## config.mk

```make
export PLATFORM = sky130hd
export DESIGN_NAME = load_store_unit
export DESIGN_NICKNAME = d
export VERILOG_FILES = /design/src/rtl/lsu_pkg.sv /design/src/rtl/lsu_align.sv /design/src/rtl/load_store_unit.sv
export SDC_FILE = /design/constraint.sdc
export NUM_CORES = 1
export LEC_CHECK = 0
export BUFFER_PORTS_ARGS = -buffer_cell sky130_fd_sc_hd__buf_2
export CORE_ASPECT_RATIO = 0.5
export CORE_UTILIZATION = 25
export CTS_BUF_LIST = sky130_fd_sc_hd__clkbuf_4 sky130_fd_sc_hd__clkbuf_8
export CTS_CLUSTER_DIAMETER = 40
export CTS_CLUSTER_SIZE = 24
export DETAILED_ROUTE_END_ITERATION = 12
export GPL_TIMING_DRIVEN = 0
export PLACE_DENSITY = 0.49
export SYNTH_ARGS = -nofsm -noshare
export SYNTH_HDL_FRONTEND = slang
export SYNTH_SLANG_ARGS = --single-unit
```

## constraint.sdc

```tcl
create_clock -name clk -period 4.54 [get_ports clk]
set_clock_uncertainty 0.2 [all_clocks]
set_input_delay 0 -clock clk [delete_from_list [all_inputs] [get_ports clk]]
set_output_delay 0 -clock clk [all_outputs]
set_load 0.05 [all_outputs]
```

## src/rtl/lsu_pkg.sv

```systemverilog
// rtl/lsu_pkg.sv - width encodings, FSM state codes and protection defaults for the load/store unit
package lsu_pkg;

    localparam logic [2:0] WIDTH_B  = 3'b000;
    localparam logic [2:0] WIDTH_H  = 3'b001;
    localparam logic [2:0] WIDTH_W  = 3'b010;
    localparam logic [2:0] WIDTH_BU = 3'b100;
    localparam logic [2:0] WIDTH_HU = 3'b101;

    localparam logic [1:0] ST_IDLE = 2'd0;
    localparam logic [1:0] ST_ACC0 = 2'd1;
    localparam logic [1:0] ST_ACC1 = 2'd2;
    localparam logic [1:0] ST_RESP = 2'd3;

    localparam logic [31:0] PROT_BASE_DEFAULT  = 32'h0000_0060;
    localparam logic [31:0] PROT_LIMIT_DEFAULT = 32'h0000_007F;

    function automatic logic width_legal(input logic [2:0] width);
        return (width == WIDTH_B) || (width == WIDTH_H) || (width == WIDTH_W) ||
               (width == WIDTH_BU) || (width == WIDTH_HU);
    endfunction

    // Byte mask of the access before lane positioning; zero for illegal codes.
    function automatic logic [3:0] width_mask(input logic [2:0] width);
        case (width)
            WIDTH_B, WIDTH_BU: return 4'b0001;
            WIDTH_H, WIDTH_HU: return 4'b0011;
            WIDTH_W:           return 4'b1111;
            default:           return 4'b0000;
        endcase
    endfunction

    function automatic logic [2:0] width_size(input logic [2:0] width);
        case (width)
            WIDTH_B, WIDTH_BU: return 3'd1;
            WIDTH_H, WIDTH_HU: return 3'd2;
            WIDTH_W:           return 3'd4;
            default:           return 3'd0;
        endcase
    endfunction

endpackage

```

## src/rtl/lsu_align.sv

```systemverilog
// rtl/lsu_align.sv - lane shifting, byte enables and little-endian merge/extend for both access halves
module lsu_align
    import lsu_pkg::*;
(
    input  logic [2:0]  width,
    input  logic [1:0]  offset,
    input  logic [31:0] wdata,
    input  logic [31:0] rdata_lo,
    input  logic [31:0] rdata_hi,
    output logic [3:0]  be_lo,
    output logic [3:0]  be_hi,
    output logic [31:0] wdata_lo,
    output logic [31:0] wdata_hi,
    output logic [31:0] rdata_ext
);

    logic [3:0]  mask;
    logic [7:0]  be_wide;
    logic [4:0]  lo_shift;
    logic [5:0]  hi_shift;
    logic [31:0] merged;

    always_comb begin
        mask     = width_mask(width);
        lo_shift = {offset, 3'b000};
        // Second-half shift is 32 when offset is 0, which cleanly yields zero.
        hi_shift = 6'd32 - {1'b0, lo_shift};
        be_wide  = {4'b0000, mask} << offset;
        be_lo    = be_wide[3:0];
        be_hi    = mask >> (3'd4 - {1'b0, offset});
        wdata_lo = wdata << lo_shift;
        wdata_hi = wdata >> hi_shift;
        merged   = (rdata_lo >> lo_shift) | (rdata_hi << hi_shift);
        case (width)
            WIDTH_B:  rdata_ext = {{24{merged[7]}}, merged[7:0]};
            WIDTH_BU: rdata_ext = {24'h0, merged[7:0]};
            WIDTH_H:  rdata_ext = {{16{merged[15]}}, merged[15:0]};
            WIDTH_HU: rdata_ext = {16'h0, merged[15:0]};
            WIDTH_W:  rdata_ext = merged;
            default:  rdata_ext = 32'h0;
        endcase
    end

endmodule

```

## src/rtl/load_store_unit.sv

```systemverilog
// rtl/load_store_unit.sv - load/store unit with split unaligned accesses and a lockable store-protected region
module load_store_unit
    import lsu_pkg::*;
#(
    parameter logic [31:0] PROT_BASE  = PROT_BASE_DEFAULT,
    parameter logic [31:0] PROT_LIMIT = PROT_LIMIT_DEFAULT
) (
    input  logic        clk,
    input  logic        reset,
    input  logic        req_valid,
    output logic        req_ready,
    input  logic        req_write,
    input  logic [2:0]  req_width,
    input  logic [31:0] req_addr,
    input  logic [31:0] req_wdata,
    output logic        resp_valid,
    output logic [31:0] resp_rdata,
    output logic        resp_fault,
    output logic        mem_en,
    output logic        mem_we,
    output logic [31:0] mem_addr,
    output logic [31:0] mem_wdata,
    output logic [3:0]  mem_be,
    input  logic [31:0] mem_rdata,
    input  logic        lock_write,
    input  logic        lock_wdata,
    output logic        lock_status
);

    logic [1:0]  state;
    logic [2:0]  width_q;
    logic        write_q;
    logic [29:0] word_q;
    logic [31:0] wdata_q;
    logic [1:0]  offset_q;
    logic        split_q;
    logic        fault_q;
    logic [31:0] rdata0_q;
    logic        lock_q;

    logic        accept;
    logic        req_legal;
    logic [2:0]  req_size;
    logic        req_split;
    logic        prot_hit;
    logic [31:0] byte_addr;
    logic        in_acc;
    logic [31:0] acc0_addr;

    logic [3:0]  be_lo, be_hi;
    logic [31:0] wdata_lo, wdata_hi, rdata_lo, rdata_ext;

    assign req_ready   = (state == ST_IDLE) && !reset;
    assign accept      = req_valid && req_ready;
    assign req_legal   = width_legal(req_width);
    assign req_size    = width_size(req_width);
    assign req_split   = req_legal && (({1'b0, req_addr[1:0]} + req_size) > 3'd4);
    assign lock_status = lock_q;

    // Byte addresses wrap mod 2^32, matching the second-half address wrap.
    always_comb begin
        prot_hit  = 1'b0;
        byte_addr = 32'h0;
        for (int i = 0; i < 4; i++) begin
            byte_addr = req_addr + 32'(i);
            if ((3'(i) < req_size) && (byte_addr >= PROT_BASE) && (byte_addr <= PROT_LIMIT))
                prot_hit = 1'b1;
        end
    end

    always_ff @(posedge clk) begin
        if (reset) begin
            lock_q <= 1'b1;
        end else if (lock_write) begin
            lock_q <= lock_wdata;
        end
    end

    always_ff @(posedge clk) begin
        if (reset) begin
            state <= ST_IDLE;
        end else begin
            case (state)
                ST_IDLE: if (accept) state <= req_legal ? ST_ACC0 : ST_RESP;
                ST_ACC0: state <= split_q ? ST_ACC1 : ST_RESP;
                ST_ACC1: state <= ST_RESP;
                default: state <= ST_IDLE;
            endcase
        end
    end

    // Access decisions are frozen at acceptance; later lock writes do not affect them.
    always_ff @(posedge clk) begin
        if (accept) begin
            width_q  <= req_width;
            write_q  <= req_write;
            word_q   <= req_addr[31:2];
            wdata_q  <= req_wdata;
            offset_q <= req_addr[1:0];
            split_q  <= req_split;
            fault_q  <= !req_legal || (req_write && lock_q && prot_hit);
        end
        if (state == ST_ACC0) begin
            rdata0_q <= mem_rdata;
        end
    end

    always_ff @(posedge clk) begin
        if (reset) begin
            resp_valid <= 1'b0;
            resp_fault <= 1'b0;
            resp_rdata <= 32'h0;
        end else begin
            resp_valid <= 1'b0;
            if (accept && !req_legal) begin
                resp_valid <= 1'b1;
                resp_fault <= 1'b1;
                resp_rdata <= 32'h0;
            end else if ((state == ST_ACC0 && !split_q) || state == ST_ACC1) begin
                resp_valid <= 1'b1;
                resp_fault <= fault_q;
                resp_rdata <= (write_q || fault_q) ? 32'h0 : rdata_ext;
            end
        end
    end

    assign rdata_lo = (state == ST_ACC1) ? rdata0_q : mem_rdata;

    lsu_align u_align (
        .width     (width_q),
        .offset    (offset_q),
        .wdata     (wdata_q),
        .rdata_lo  (rdata_lo),
        .rdata_hi  (mem_rdata),
        .be_lo     (be_lo),
        .be_hi     (be_hi),
        .wdata_lo  (wdata_lo),
        .wdata_hi  (wdata_hi),
        .rdata_ext (rdata_ext)
    );

    // Gating with reset keeps an aborted second half from ever writing.
    assign in_acc    = ((state == ST_ACC0) || (state == ST_ACC1)) && !reset;
    assign acc0_addr = {word_q, 2'b00};
    assign mem_en    = in_acc;
    assign mem_we    = in_acc && write_q && !fault_q;
    assign mem_addr  = (state == ST_ACC1) ? acc0_addr + 32'd4 : acc0_addr;
    assign mem_be    = !in_acc ? 4'b0000 : ((state == ST_ACC1) ? be_hi : be_lo);
    assign mem_wdata = !in_acc ? 32'h0 : ((state == ST_ACC1) ? wdata_hi : wdata_lo);

endmodule

```

==> flow_summary.toml <==
[sta]
tightest_slew_ps = 923
slew_headroom_pct = 38.2
hold_slack_ps = 24.6
fmax_mhz = 232
period_share_pct = 94.8
setup_tns_ps = 0
rsz0062_at_grt = "no"
final_max_slew_viol_count = 0
min_period_ps = 4310
hold_violations = 0
setup_viol = 0

[yosys]
yosys.area.top_type = "edfxtp_1"
synth.cell_area_um2 = 10100
ys_async_sr_fraction_pct = 0
synth_top_area_share_pct = 30.3
ys.warnings.count = 0
seq_area_frac_synth_pct = 37.7
synth_seq_cells = 139
ys_top_cells_by_area = "edfxtp_1, dfxtp_1, mux2i_1"
syn_inst = 1165
yosys_most_used_dff = "edfxtp_1"
synth_edf_count = 102
synth_cell_types = 70
synth.avg_cell_area_um2 = 8.66

[detailed_routing]
drtIter0Drc = 842
drc = 0
viasPerCell = 5.20
vias = 10700
antenna_left = 0
wl_per_cell_um = 19.8
dr.pass1.iters = 7
routed_wl_mm = 40.8

[cells_and_area]
drive_gt1_share_pct = 21.2
fin_nets = 1627
fillCellCount = 4178
syn_to_final_growth_pct = 33.5

[setup_path]
endpoint = "mem_wdata[9]"
rr_startpoint = "offset_q[1]$_DFFE_PP_"
setup.worst_path.end_class = "output port"
ff2ff_path_depth = 13
cp.arrival_ps = 4110
r2r-end = "resp_rdata[29]$_SDFFE_PP0P_"
startpoint_type = "flip-flop"
startpoint = "offset_q[1]$_DFFE_PP_"
path_class = "flip-flop to output port"
crit_fanout = 10
crit_required_ps = 4340
rrSetupSlack_ps = 530

[placed_design]
hpwl_mm = 30.1
gp_congestion = 0.939
numPortBuffers = 207

[clocking]
cts_made_buffers = 17
clock-sinks = 139
root_buffer = "clkbuf_8"
cts.clk_slew.worst_paths_ps = 90
clk_latency_ps = 500
cts_tree = "yes"
htreeDepth = 4
clk_path_buf_depth = 2

[run]
maxCapViolCount = 0

[grt]
grt_pass1_vias = 10600
grt_pass1_wl_mm = 61.3
grt_overflow = 0
grtUsageTotal_pct = 19.3
antenna_found_initial = 1
grt_max_degree = 53

[hold_path]
hp-class = "primary input to flip-flop"

[floorplanning]
core_um2 = 39300
rows = 51
die_w_um = 286
die-area_um2 = 41200
dieHeight_um = 144
io_pins = 211
start_util_pct = 25.7

[pwr]
p_leak_nw = 5.05
power.density_nw_per_um2 = 403
ir_drop_uv = 207

[outcome]
status = "complete, no violations"
## routing by layer
layer	GRT usage, %	routed length (µm)
met1	23.7	17200
met2	35.1	20800
met3	2.81	1830
met4	6.11	921
met5	0	0
## flip-flops by register name (all words and copies together), names as in the netlist
| name | cells |
|---|---|
| fault_q | 1 |
| lock_status | 1 |
| offset_q | 2 |
| rdata0_q | 32 |
| resp_fault | 1 |
| resp_rdata | 32 |
| resp_valid | 1 |
| split_q | 1 |
| state | 2 |
| wdata_q | 32 |
| width_q | 3 |
| word_q | 30 |
| write_q | 1 |
## report_power, final
part / internal (mW) / switching, mW / total, mW
Sequential: 1.61 / 0.123 / 1.74
Clock: 0.570 / 0.575 / 1.14
Combinational: 0.783 / 1.76 / 2.54
Total: 2.97 / 2.46 / 5.42
## cells in the mapped netlist, drive strengths merged (8+ instances only)
| library cell | n |
|---|---|
| or4 | 8 |
| and4 | 12 |
| clkbuf | 59 |
| and2 | 13 |
| a21oi | 119 |
| o2111ai | 9 |
| edfxtp | 102 |
| a31oi | 20 |
| nor2b | 15 |
| buf | 34 |
| o22ai | 34 |
| nand2b | 9 |
| mux2 | 25 |
| nor4 | 20 |
| o21ai | 44 |
| and3 | 10 |
| nand4 | 39 |
| ha | 9 |
| xnor2 | 30 |
| nand3 | 29 |
| o22a | 16 |
| nand2 | 95 |
| a22oi | 10 |
| dfxtp | 37 |
| a211oi | 19 |
| xor2 | 15 |
| nor3 | 32 |
| nor2 | 145 |
| inv | 22 |
| mux2i | 69 |
## worst max-delay path: stages (launching register included)
cell,delay (ps)
edfxtp_1,340
clkbuf_1,350
inv_1,210
clkbuf_1,330
ha_1,470
buf_2,320
buf_4,300
buf_2,350
mux2i_1,120
o22ai_1,170
a22oi_1,110
nor2_1,210
buf_2,300
## through the flow
stage               cell area [µm²]  power, mW  setup slack (ps)  std cells  util (%)
floorplan                     10100       3.43               260       1166         -
global placement              11800       4.19              -344       1903      30.0
detailed placement            11800       4.18              -204       1904      30.1
CTS                           13500       5.41              46.6       2054      34.2
global route                  13500       5.68              63.2       2056      34.3
finish                        13500       5.42               234       2056      34.3
## how the worst min path moves through the flow
| stage | startpoint | endpoint | slack, ps | depth (start not counted) |
|---|---|---|---|---|
| 6_report | req_wdata[4] | wdata_q[4]$_DFFE_PP_ | 20 | 2 |
| 4_1_cts | req_wdata[7] | wdata_q[7]$_DFFE_PP_ | 0.2 | 2 |
| 3_5_place_dp | req_wdata[26] | wdata_q[26]$_DFFE_PP_ | -20 | 1 |
| 2_1_floorplan | req_addr[0] | offset_q[0]$_DFFE_PP_ | -100 | 0 |
| 5_1_grt | req_wdata[11] | wdata_q[11]$_DFFE_PP_ | 0.8 | 2 |
| 3_3_place_gp | req_wdata[3] | wdata_q[3]$_DFFE_PP_ | -20 | 1 |
## timing repair
action | in CTS | in global routing
setup buffers | 0 | 1
setup endpoints to repair | 46 | 38
resized for setup | 7 | 3
hold buffers | 119 | 0
endpoints found under the hold margin | 142 | 0
## cells by family after synthesis
| kind of cell | synth area share [%] |
|---|---|
| adders and majority gates | 1.31 |
| buffers and inverters | 4.79 |
| xor gates and xnor gates | 3.91 |
| other | 0.0372 |
| and+or+nand+nor | 22.2 |
| muxes | 10.3 |
| DFF | 37.7 |
| AOI/OAI and AO/OA | 19.7 |
## layout by cell type (no fill, tap or decap), drive strengths merged, types with 12 or more instances in the layout
cell type and instances:
and4 12, mux2i 69, nor2b 15, nor3 32, a31oi 20, o22a 16, o21ai 44, nand4 39
nor4 20, o22ai 34, dfxtp 37, buf 243, inv 32, nand3 29, nor2 145, a211oi 19
xor2 15, edfxtp 102, a21oi 119, dlygate4sd3 119, clkbuf 76, mux2 25, xnor2 30, nand2 95
and2 13
## final cells by class
type / count / area, µm² / share of cell area, %
Multi-Input combinational cell: 912 / 5830 / 43.2
Sequential cell: 139 / 3800 / 28.2
Timing Repair Buffer: 328 / 2260 / 16.8
Tap cell: 530 / 663 / 4.92
Buffer: 92 / 407 / 3.02
Clock buffer: 18 / 248 / 1.84
Clock inverter: 14 / 176 / 1.31
Inverter: 22 / 85.1 / 0.631
Antenna cell: 1 / 2.50 / 0.0186
Power figures use the tool's default switching activity.
